### config.mk
export PLATFORM = sky130hd
export DESIGN_NAME = level_duration_meter
export DESIGN_NICKNAME = d
export VERILOG_FILES = /design/src/rtl/level_duration_meter.sv
export SDC_FILE = /design/constraint.sdc
export NUM_CORES = 1
export LEC_CHECK = 0
export ABC_AREA = 1
export BUFFER_PORTS_ARGS = -buffer_cell sky130_fd_sc_hd__buf_4
export CORE_UTILIZATION = 55
export CTS_CLUSTER_SIZE = 12
export DETAILED_ROUTE_END_ITERATION = 7
export GPL_TIMING_DRIVEN = 0
export PLACE_DENSITY = 0.71
export SKIP_LAST_GASP = 1
export SLEW_MARGIN = 20
export SYNTH_ARGS = -nofsm -noshare
export SYNTH_HDL_FRONTEND = slang
export SYNTH_SLANG_ARGS = --single-unit
### constraint.sdc
create_clock -name clk -period 3.6 [get_ports clk]
set_input_delay 0.18 -clock clk [delete_from_list [all_inputs] [get_ports clk]]
set_output_delay 0.18 -clock clk [all_outputs]
set_load 0.03 [all_outputs]
### src/rtl/level_duration_meter.sv
// Measures how long each synchronized input level is held and queues {level, duration}
// records in a small FIFO read out over a valid/ready handshake.
module level_duration_meter #(
    parameter int unsigned WIDTH       = 16,
    parameter int unsigned DEPTH       = 4,
    parameter int unsigned SYNC_STAGES = 2
) (
    input  logic             clk,
    input  logic             rst_n,
    input  logic             in,
    input  logic             enable,
    input  logic             ready,
    input  logic             clear_ovf,
    output logic             valid,
    output logic             level,
    output logic [WIDTH-1:0] duration,
    output logic             overflow
);

    localparam int unsigned AW = $clog2(DEPTH);
    localparam logic [WIDTH-1:0] CNT_MAX = '1;

    logic [SYNC_STAGES-1:0] sync_q;
    logic                   s;
    logic                   p_q;
    logic                   edge_det;
    logic                   armed_q;
    logic [WIDTH-1:0]       cnt_q;
    logic [WIDTH-1:0]       cnt_d;
    logic                   push;

    logic [WIDTH:0]         mem_q [DEPTH];
    logic [AW:0]            wr_ptr_q;
    logic [AW:0]            rd_ptr_q;
    logic                   empty;
    logic                   full;
    logic                   pop;
    logic                   wr_en;
    logic                   drop;
    logic                   overflow_q;
    logic [WIDTH:0]         head;

    // ---------------------------------------------------------------------
    // Synchronizer, edge detection, arming and duration counter
    // ---------------------------------------------------------------------
    assign s        = sync_q[SYNC_STAGES-1];
    assign edge_det = enable && (s != p_q);
    // The arming edge has no known start time, so it never produces a record.
    assign push     = edge_det && armed_q;

    always_ff @(posedge clk or negedge rst_n) begin
        if (!rst_n) begin
            sync_q  <= '0;
            p_q     <= 1'b0;
            armed_q <= 1'b0;
            cnt_q   <= '0;
        end else begin
            sync_q  <= {sync_q[SYNC_STAGES-2:0], in};
            p_q     <= s;
            cnt_q   <= cnt_d;
            if (!enable) begin
                armed_q <= 1'b0;
            end else if (edge_det) begin
                armed_q <= 1'b1;
            end
        end
    end

    always_comb begin
        cnt_d = cnt_q;
        if (!enable) begin
            cnt_d = '0;
        end else if (edge_det) begin
            cnt_d = {{(WIDTH-1){1'b0}}, 1'b1};
        end else if (armed_q && (cnt_q != CNT_MAX)) begin
            cnt_d = cnt_q + 1'b1;
        end
    end

    // ---------------------------------------------------------------------
    // Record FIFO
    // ---------------------------------------------------------------------
    assign empty = (wr_ptr_q == rd_ptr_q);
    assign full  = (wr_ptr_q[AW] != rd_ptr_q[AW]) &&
                   (wr_ptr_q[AW-1:0] == rd_ptr_q[AW-1:0]);
    assign pop   = !empty && ready;
    // A pop in the same cycle frees the slot a full FIFO needs for the push.
    assign wr_en = push && (!full || pop);
    assign drop  = push && full && !pop;

    always_ff @(posedge clk) begin
        if (wr_en) begin
            mem_q[wr_ptr_q[AW-1:0]] <= {p_q, cnt_q};
        end
    end

    always_ff @(posedge clk or negedge rst_n) begin
        if (!rst_n) begin
            wr_ptr_q   <= '0;
            rd_ptr_q   <= '0;
            overflow_q <= 1'b0;
        end else begin
            if (wr_en) begin
                wr_ptr_q <= wr_ptr_q + 1'b1;
            end
            if (pop) begin
                rd_ptr_q <= rd_ptr_q + 1'b1;
            end
            if (drop) begin
                overflow_q <= 1'b1;
            end else if (clear_ovf) begin
                overflow_q <= 1'b0;
            end
        end
    end

    // ---------------------------------------------------------------------
    // Outputs
    // ---------------------------------------------------------------------
    assign head     = mem_q[rd_ptr_q[AW-1:0]];
    assign valid    = !empty;
    assign level    = valid ? head[WIDTH] : 1'b0;
    assign duration = valid ? head[WIDTH-1:0] : '0;
    assign overflow = overflow_q;

endmodule

==> results of run 1 <==
==> worst min-delay path by stage <==
stage | start | to | slack (ns) | depth (start not counted)
after floorplan | rst_n | armed_q | -0.12 | 0
after CTS | clear_ovf | overflow | 0.007 | 2
after detailed placement | rst_n | wr_ptr_q[0] | 0.12 | 1
final | clear_ovf | overflow | 0.02 | 2
after global placement | rst_n | wr_ptr_q[0] | 0.12 | 1
after global routing | clear_ovf | overflow | 0.02 | 2
==> where the power goes <==
| group | leakage (nW) | internal, mW | switching (mW) |
|---|---|---|---|
| clock | 0.0908 | 0.258 | 0.380 |
| combinational | 1.08 | 0.513 | 0.970 |
| sequential | 0.988 | 1.23 | 0.0459 |
| total | 2.16 | 2.00 | 1.40 |
==> routing by layer <==
metal | share of wire (%) | up-vias | GRT usage [%]
met1 | 44 | 1381 | 28.4
li1 | - | 1450 | -
met4 | 1.2 | 0 | 8.47
met2 | 49 | 67 | 37.2
met5 | 0 | - | 0
met3 | 5.5 | 13 | 3.54
==> final cells by class <==
cell class,count,area [um2]
buffer,14,78.8
multi-input combinational,253,1370
timing repair buffer,30,249
sequential,95,2720
clock buffer,9,124
tap,99,124
inverter,45,171
clock inverter,7,52.6
fill,575,2560
==> flip-flops by register name (all words and copies together), names as in the netlist <==
register,flops
mem_q,68
cnt_q,16
rd_ptr_q,3
wr_ptr_q,3
sync_q,2
armed_q,1
overflow,1
p_q,1
==> cell usage in the layout, fill, tap and decap left out, types with 2 or more instances in the layout <==
master and instances:
a21oi_1 2, buf_2 6, buf_4 25, buf_6 5, clkbuf_1 5, clkbuf_8 9, clkinv_2 2, dfrtp_1 27
dlygate4sd3_1 2, edfxtp_1 68, ha_1 6, inv_1 43, inv_6 4, mux2i_1 17, nand2_1 98, nand2_2 3
nand3_1 31, nand4_1 4, nor2_1 32, nor2_2 4, nor2_4 2, o21ai_0 19, o22ai_1 17, xor2_1 10
==> worst reg2reg max path, cell delays in order (launching register included) <==
cell and delay, ns:
dfrtp_1 0.46, xnor2_2 0.21, nor3_2 0.42, nand2_2 0.23
nor2_2 0.54, buf_6 0.24
==> stage by stage <==
stage	worst slack, ns	area (um2)	total power [mW]	util (%)
after floorplan	1.47	4330	2.31	-
after detailed placement	1.21	4690	2.79	63.0
final	1.21	4890	3.40	65.6
after global placement	0.533	4630	2.75	62.2
after CTS	1.18	4890	3.42	65.6
after global routing	1.03	4890	3.59	65.6
==> cells by family after synthesis <==
logic type / count (synthesis) / share of synthesized area, %
buffers and inverters: 59 / 5.78
AO/OA/AOI/OAI: 40 / 5.46
XOR/XNOR: 12 / 2.60
multiplexers: 17 / 3.93
AND/OR/NAND/NOR: 178 / 17.7
adder cells (fa/ha/maj): 6 / 1.73
flip-flops: 95 / 62.8
==> what timing repair did <==
action,CTS,global route
hold endpoints to repair,28,0
setup endpoints to repair,0,0
setup buffers,0,0
hold buffers,2,0
gates resized for setup,0,0
==> results.ini, run 1 <==
[run_status]
status=completed

[cts]
cts.path.max_buffers=2
clock_latency_ns=0.36
cts_root_buffer=clkbuf_8
clock_sinks=95
numCtsBuffers=9
htree_levels=3
tritoncts=built
clkSlewWorstSetupHoldPaths_ns=0.09

[synth]
avgSynthCellArea_um2=10.6
synth_most_common_cell=nand2_1
ys_warn_count=0
synth.net_count=419
synthArstFlopShare_pct=28.4
syn-instance-count=407
ys_ff_latch=95
synthFlopType=edfxtp_1
synth_area_mm2=0.00433
netlist.area_leader.share_pct=47.2
synth_cell_type_count=29
synth_common_cells=98 x nand2_1, 68 x edfxtp_1, 43 x inv_1, 36 x nor2_1, 31 x nand3_1
synth_edf_count=68
synth.area.top_cells=edfxtp_1 47%, dfrtp_1 16%, nand2_1 8.5%
ys_seq_area_share_pct=62.8
yosys.area.top_type=edfxtp_1

[drt]
route.detailed.drc=0
drt_iter0_drc=146
drt_first_pass_iters=4
wire_per_inst_um=14.9
dr_total_vias=2911
routed_wl_um=8230
ant_nets=0
viasPerCell=5.27

[setup_path]
r2r_setup_slack_ns=1.21
r2r_cells=5
cp-startpoint=p_q
path_cells=xnor2_2, nor3_2, nand2_2, nor2_2, buf_6
worst_path_max_delay_cell=nor2_2
cp.required_ns=3.67
startpoint_type=register
cp-endpoint=mem_q[3][11]
cp_top_family=simple AND/OR/NAND/NOR gates
rr_startpoint=p_q
crit_type=register to register
arrival_ns=2.47
worstPathMaxFanout=10
r2r-end=mem_q[3][11]
max_stage_delay_ns=0.54
cp_num_cells=5
crit_buf_inv=1
cp-end-kind=register

[die]
io-pin-count=25
floorplan.initialDensity_pct=58.1
row_count=31
die_area_mm2=0.00823
core-area_mm2=0.00745
die_x_um=90.7
die_h_um=90.7

[timing]
worstMarginPinSlew_ns=0.631
min_period_ns=2.39
slew_violations=0
worst_hold_slack_ns=0.0173
skew_ns=0.00733
hold_viol=0
tns_ns=0
max_freq_ghz=0.418
maxSlewHeadroom_pct=57.9
grt_setup_unrepaired=false
setup_viol=0
fin_crit_sh_pct=66.5

[worst_hold_path]
hold_path_class=primary input to register

[final_layout]
layout.nets=460
n_antenna_cell=0
area_growth_syn_to_layout_pct=12.9
stdcell_count=552
final_layout_size_suffix_gt1_share_pct=15.5

[grt]
grt_pass1_vias=2860
grt_max_degree=28
grtUsageTotal_pct=22.0
grt_pass1_wl_um=13800
gr-total-overflow=0
grt_antenna_before_repair=0

[placed_design]
dp_hpwl_um=5650
finalWeightedCongestion=0.832
dp.cells=534
port_buffers=24

[power_and_ir_drop]
p_per_area_mw_per_mm2=696
p_leak_nw=2.16
vdd_drop_max_mv=0.296

[flow_run]
max_cap_violations=0

Power figures use the tool's default switching activity.
==> run 2: changes to the inputs <==
==> constraint.sdc (replaced) <==
create_clock -name clk -period 2.4 [get_ports clk]
set_input_delay 0.12 -clock clk [delete_from_list [all_inputs] [get_ports clk]]
set_output_delay 0.12 -clock clk [all_outputs]
set_load 0.03 [all_outputs]
==> run 2 against run 1 <==
Hold slack better by 0.0084 ns. Highest routed layer unchanged. Routed wire length grew 0.44%. Cell count increased by 0.18%. Fmax rose by 5.0%. Combinational power up 51%. Global-route usage about the same. Critical path depth stayed put. Clock-buffer cell count unchanged. Largest power group unchanged. Final area up 0.56%. Die area stayed put. Total power rose by 51%.
==> results.ini, run 2 (synthesized netlist as in run 1, its figures left out) <==
[die]
floorplan.initialDensity_pct=58.1
die_x_um=90.7
die_area_mm2=0.00823
die_h_um=90.7
io-pin-count=25
row_count=31
core-area_mm2=0.00745

[grt]
grt_max_degree=28
gr-total-overflow=0
grt_pass1_vias=2872
grt_pass1_wl_um=13800
grt_antenna_before_repair=0
grtUsageTotal_pct=22.0

[timing]
hold_viol=0
worstMarginPinSlew_ns=0.542
min_period_ns=2.28
skew_ns=0.00877
maxSlewHeadroom_pct=63.6
slew_violations=0
setup_viol=0
fin_crit_sh_pct=95.0
max_freq_ghz=0.439
grt_setup_unrepaired=true
worst_hold_slack_ns=0.0257

[setup_path]
cp.required_ns=2.47
arrival_ns=2.34
startpoint_type=register
crit_type=register to register
worstPathMaxFanout=13
cp-end-kind=register

[cts]
clock_sinks=95
clock_latency_ns=0.36
post_cts_buffers=0
tritoncts=built
cts.path.max_buffers=2
cts_root_buffer=clkbuf_8
htree_levels=3
numCtsBuffers=9
clkSlewWorstSetupHoldPaths_ns=0.10

[final_layout]
regArea_mm2=0.00272
final_cell_mix=98 x nand2_1, 68 x edfxtp_1, 43 x inv_1
final_layout_size_suffix_gt1_share_pct=15.9
layout.nets=461
n_antenna_cell=0
final_util_pct=66.0
area_growth_syn_to_layout_pct=13.6
stdcell_count=553
largest_register_ffs=68
multi_input_area_mm2=0.00139
fillCellCount=570
final_common_cell=nand2_1

[drt]
wire_per_inst_um=15.0
drt_iter0_drc=148
route.detailed.drc=0
ant_nets=0
viasPerCell=5.26
dr_total_vias=2910
drt_first_pass_iters=4
routed_wl_um=8270

[placed_design]
port_buffers=24
finalWeightedCongestion=0.832
dp.cells=534
dp_hpwl_um=5650

[worst_hold_path]
hold_path_class=primary input to register

[power_and_ir_drop]
p_total_mw=5.13
vdd_drop_max_mv=0.444
p_per_area_mw_per_mm2=1040
p_leak_nw=2.17

[run_status]
status=completed

[flow_run]
max_cap_violations=0

run 2: final cells by class:
| class | instances | area share, % |
|---|---|---|
| clock buffers | 9 | 2.52 |
| plain buffers | 14 | 1.65 |
| flip-flops and latches | 95 | 55.3 |
| clock inverters | 7 | 1.07 |
| inverters | 45 | 3.49 |
| multi-input cells | 253 | 28.2 |
| repair buffers | 31 | 5.27 |
| well taps | 99 | 2.52 |
run 2: power breakdown:
group | total [mW] | leakage (nW) | switching, mW | internal, mW
Clock | 0.965 | 0.0908 | 0.577 | 0.388
Combinational | 2.24 | 1.09 | 1.47 | 0.776
Sequential | 1.92 | 0.988 | 0.0697 | 1.85
run 2: critical path, stage by stage, from the launching register on:
cell,delay (ns)
dfrtp_1,0.46
xnor2_2,0.21
nor3_2,0.44
nand2_2,0.28
nor2_2,0.34
buf_6,0.24
run 2: timing repair:
action | in CTS | in global routing
setup endpoints to repair | 8 | 30
resized for setup | 1 | 6
hold buffers | 3 | 0
hold endpoints to repair | 29 | 0
run 2: worst paths after layout:
path / from / to / slack [ns] / depth (start not counted)
setup reg to reg: p_q / mem_q[1][12] / 0.12 / 5
setup / recovery: p_q / mem_q[1][12] / 0.12 / 5
max in group asynchronous: rst_n / cnt_q[9] / 1.92 / 2
hold reg to reg: sync_q[0] / sync_q[1] / 0.36 / 0
hold / removal: ready / rd_ptr_q[1] / 0.03 / 3
min in group asynchronous: rst_n / wr_ptr_q[0] / 0.20 / 2
run 2: routing by layer:
metal,global-route usage [%],part of all wire (%)
met1,28.4,45
met4,8.47,1.3
met2,37.4,49
met5,0,0
met3,3.54,5.0
run 2: through the flow:
| step | area (um2) | worst slack, ns | setup TNS (ns) |
|---|---|---|---|
| floorplan | 4330 | 0.266 | 0 |
| CTS | 4900 | 0.0412 | 0 |
| global placement | 4630 | -0.667 | -37.70 |
| global route | 4920 | -0.000639 | -0.00116 |
| finish | 4920 | 0.121 | 0 |
| detailed placement | 4690 | 0.0123 | 0 |
==> run 3: changes to the inputs <==
--- a/config.mk
+++ b/config.mk
@@ -7,11 +7,12 @@
 export LEC_CHECK = 0
 export ABC_AREA = 1
 export BUFFER_PORTS_ARGS = -buffer_cell sky130_fd_sc_hd__buf_4
-export CORE_UTILIZATION = 55
+export CORE_UTILIZATION = 54
 export CTS_CLUSTER_SIZE = 12
 export DETAILED_ROUTE_END_ITERATION = 7
 export GPL_TIMING_DRIVEN = 0
-export PLACE_DENSITY = 0.71
+export PLACE_DENSITY = 0.73
+export SETUP_SLACK_MARGIN = 0.3
 export SKIP_LAST_GASP = 1
 export SLEW_MARGIN = 20
 export SYNTH_ARGS = -nofsm -noshare
==> constraint.sdc (replaced) <==
create_clock -name clk -period 1.9 [get_ports clk]
set_input_delay 0.095 -clock clk [delete_from_list [all_inputs] [get_ports clk]]
set_output_delay 0.095 -clock clk [all_outputs]
set_load 0.03 [all_outputs]
==> run 3 against run 2 <==
Clock skew increased by 0.0012 ns. Global-route usage grew 3.2 points. Routed wire length increased by 18%. Sequential share of layout area down 6.3 points. Worst setup slack worse by 0.12 ns. Sequential power is 27% higher. Total power rose by 55%. Register-to-register slack worse by 0.07 ns. Via count grew 9.5%. Largest cell class unchanged. Highest routed layer unchanged.
==> results.ini, run 3 (synthesized netlist as in run 1, its figures left out) <==
[power_and_ir_drop]
power_frac_comb_pct=51.1
p_per_area_mw_per_mm2=1420
p_sw_share_pct=39.6
p_int_mw=4.79
clkPwrFrac_pct=18.2
vdd_drop_max_mv=0.590
power_frac_seq_pct=30.7
p_leak_nw=2.43
switchingPower_mw=3.14

[grt]
gr-total-overflow=0
grt_pass1_vias=3143
grt_antenna_before_repair=0
grt_pass1_wl_um=16000
grt_max_degree=28
grtUsageTotal_pct=25.3

[drt]
routed_wl_um=9780
drt_iter0_drc=210
dr_total_vias=3187
wire_per_inst_um=16.6
drt_first_pass_iters=4
met2_length_um=4950
route.detailed.drc=0
top_layer_used=met4
wl_met1_um=4040
viasPerCell=5.41
ant_nets=0
wl_met3_um=640

[final_layout]
area_growth_syn_to_layout_pct=28.9
final_cell_area_mm2=0.00558
largest_register_ffs=68
layout.nets=494
final_layout_size_suffix_gt1_share_pct=33.1
final_common_cell=nand2_1
final_cell_mix=78 x nand2_1, 68 x edfxtp_1, 31 x buf_4, 31 x nand3_1, 30 x nor2_1
stdcell_count=589
n_antenna_cell=0
final_util_pct=72.2

[setup_path]
r2r_setup_slack_ns=0.05
cp.required_ns=1.80
path_cells=buf_6, xor2_1, a21oi_2, nand2_4, buf_6, nand2_4, inv_2, buf_6
cp-end-kind=output pin
startpoint_type=register
worstPathMaxFanout=5
worst_path_max_delay_cell=dfrtp_1
worst_path_most_repeated_cell=buf_6
crit_type=register to output pin
r2r_cells=9
rr_startpoint=rd_ptr_q[1]
r2r-end=mem_q[2][11]
arrival_ns=1.80
max_stage_delay_ns=0.41

[placed_design]
dp.cells=533
dp_hpwl_um=5530
port_buffers=24
finalWeightedCongestion=0.851
placed_area_mm2=0.00467

[cts]
numCtsBuffers=9
clock_latency_ns=0.35
clock_sinks=95
htree_levels=3
tritoncts=built
clkSlewWorstSetupHoldPaths_ns=0.09
cts_root_buffer=clkbuf_8
cts.path.max_buffers=2

[die]
floorplan.initialDensity_pct=56.0
io-pin-count=25
die_x_um=91.5
die_area_mm2=0.00838
die_h_um=91.5
core-area_mm2=0.00773
row_count=32

[timing]
grt_setup_unrepaired=true
worstMarginPinSlew_ns=0.383
hold_viol=0
skew_ns=0.00993
setup_viol=0
min_period_ns=1.90
fin_crit_sh_pct=99.9
slew_violations=0
max_freq_ghz=0.527
maxSlewHeadroom_pct=74.5

[run_status]
status=completed

[flow_run]
max_cap_violations=0

[worst_hold_path]
hold_path_class=primary input to register
hold_depth=3
hp-start=enable
hold_end=armed_q

-- run 3: cell types whose count changed in the layout (fill, tap and decap cells not counted), moves of 5 or more --
cell	change
nand2_2	+11
buf_2	-5
buf_6	+23
inv_2	+16
dfrtp_2	+15
buf_4	+6
dfrtp_1	-15
buf_12	+5
nand2_1	-20
nand2_4	+9
inv_1	-16
-- run 3: area by class of cell --
type / count / area, um2
Sequential cell: 95 / 2740
Fill cell: 499 / 2150
Multi-Input combinational cell: 253 / 1540
Timing Repair Buffer: 64 / 663
Inverter: 45 / 176
Tap cell: 102 / 128
Clock buffer: 9 / 124
Buffer: 14 / 123
Clock inverter: 7 / 93.8
-- run 3: worst max path at each step --
stage,start,endpoint,slack (ns),depth (start not counted)
2_1_floorplan,p_q,mem_q[0][0],0.17,4
3_3_place_gp,p_q,mem_q[0][9],-0.38,4
3_5_place_dp,p_q,mem_q[3][11],-0.40,4
4_1_cts,rd_ptr_q[1],duration[1],0.01,8
5_1_grt,rd_ptr_q[1],duration[3],-0.09,8
6_report,rd_ptr_q[1],duration[2],0.002,8
-- run 3: power by group through the flow --
| stage | Combinational, mW | Clock [mW] | Sequential, mW |
|---|---|---|---|
| after floorplan | 1.96 | 0 | 2.45 |
| after global placement | 2.81 | 0 | 2.46 |
| after detailed placement | 2.86 | 0 | 2.47 |
| after CTS | 3.81 | 1.46 | 2.42 |
| after global routing | 4.33 | 1.56 | 2.44 |
| final | 4.05 | 1.44 | 2.44 |
-- run 3: through the flow --
| step | total power, mW | hold WS, ns | TNS [ns] | setup WS, ns |
|---|---|---|---|---|
| 3_5_place_dp | 5.33 | 0.0485 | -25.79 | -0.401 |
| 4_1_cts | 7.70 | 0.0818 | 0 | 0.0132 |
| 2_1_floorplan | 4.41 | -0.201 | 0 | 0.171 |
| 3_3_place_gp | 5.27 | 0.0402 | -24.04 | -0.376 |
| 6_report | 7.93 | 0.0963 | 0 | 0.00198 |
| 5_1_grt | 8.34 | 0.112 | -1.92 | -0.0916 |
-- run 3: repair_timing --
action,in CTS,in global routing
endpoints found under the hold margin,30,0
cloned,3,2
pin swaps,8,6
endpoints found under the setup margin,103,106
resized for setup,82,34
setup buffers,26,5
hold buffers,4,0
-- run 3: worst max-delay path: cells and delay by family (launching register included) --
family	cells	cell delay (ns)
and+or+nand+nor	2	0.20
AOI/OAI and AO/OA	1	0.21
DFF	1	0.41
xor gates and xnor gates	1	0.16
buffers and inverters	4	0.48
-- run 3: routing by layer --
layer	GRT usage, %	vias up
met5	0	-
met4	6.61	0
met3	4.36	18
met2	42.7	122
met1	33.9	1520
li1	-	1527
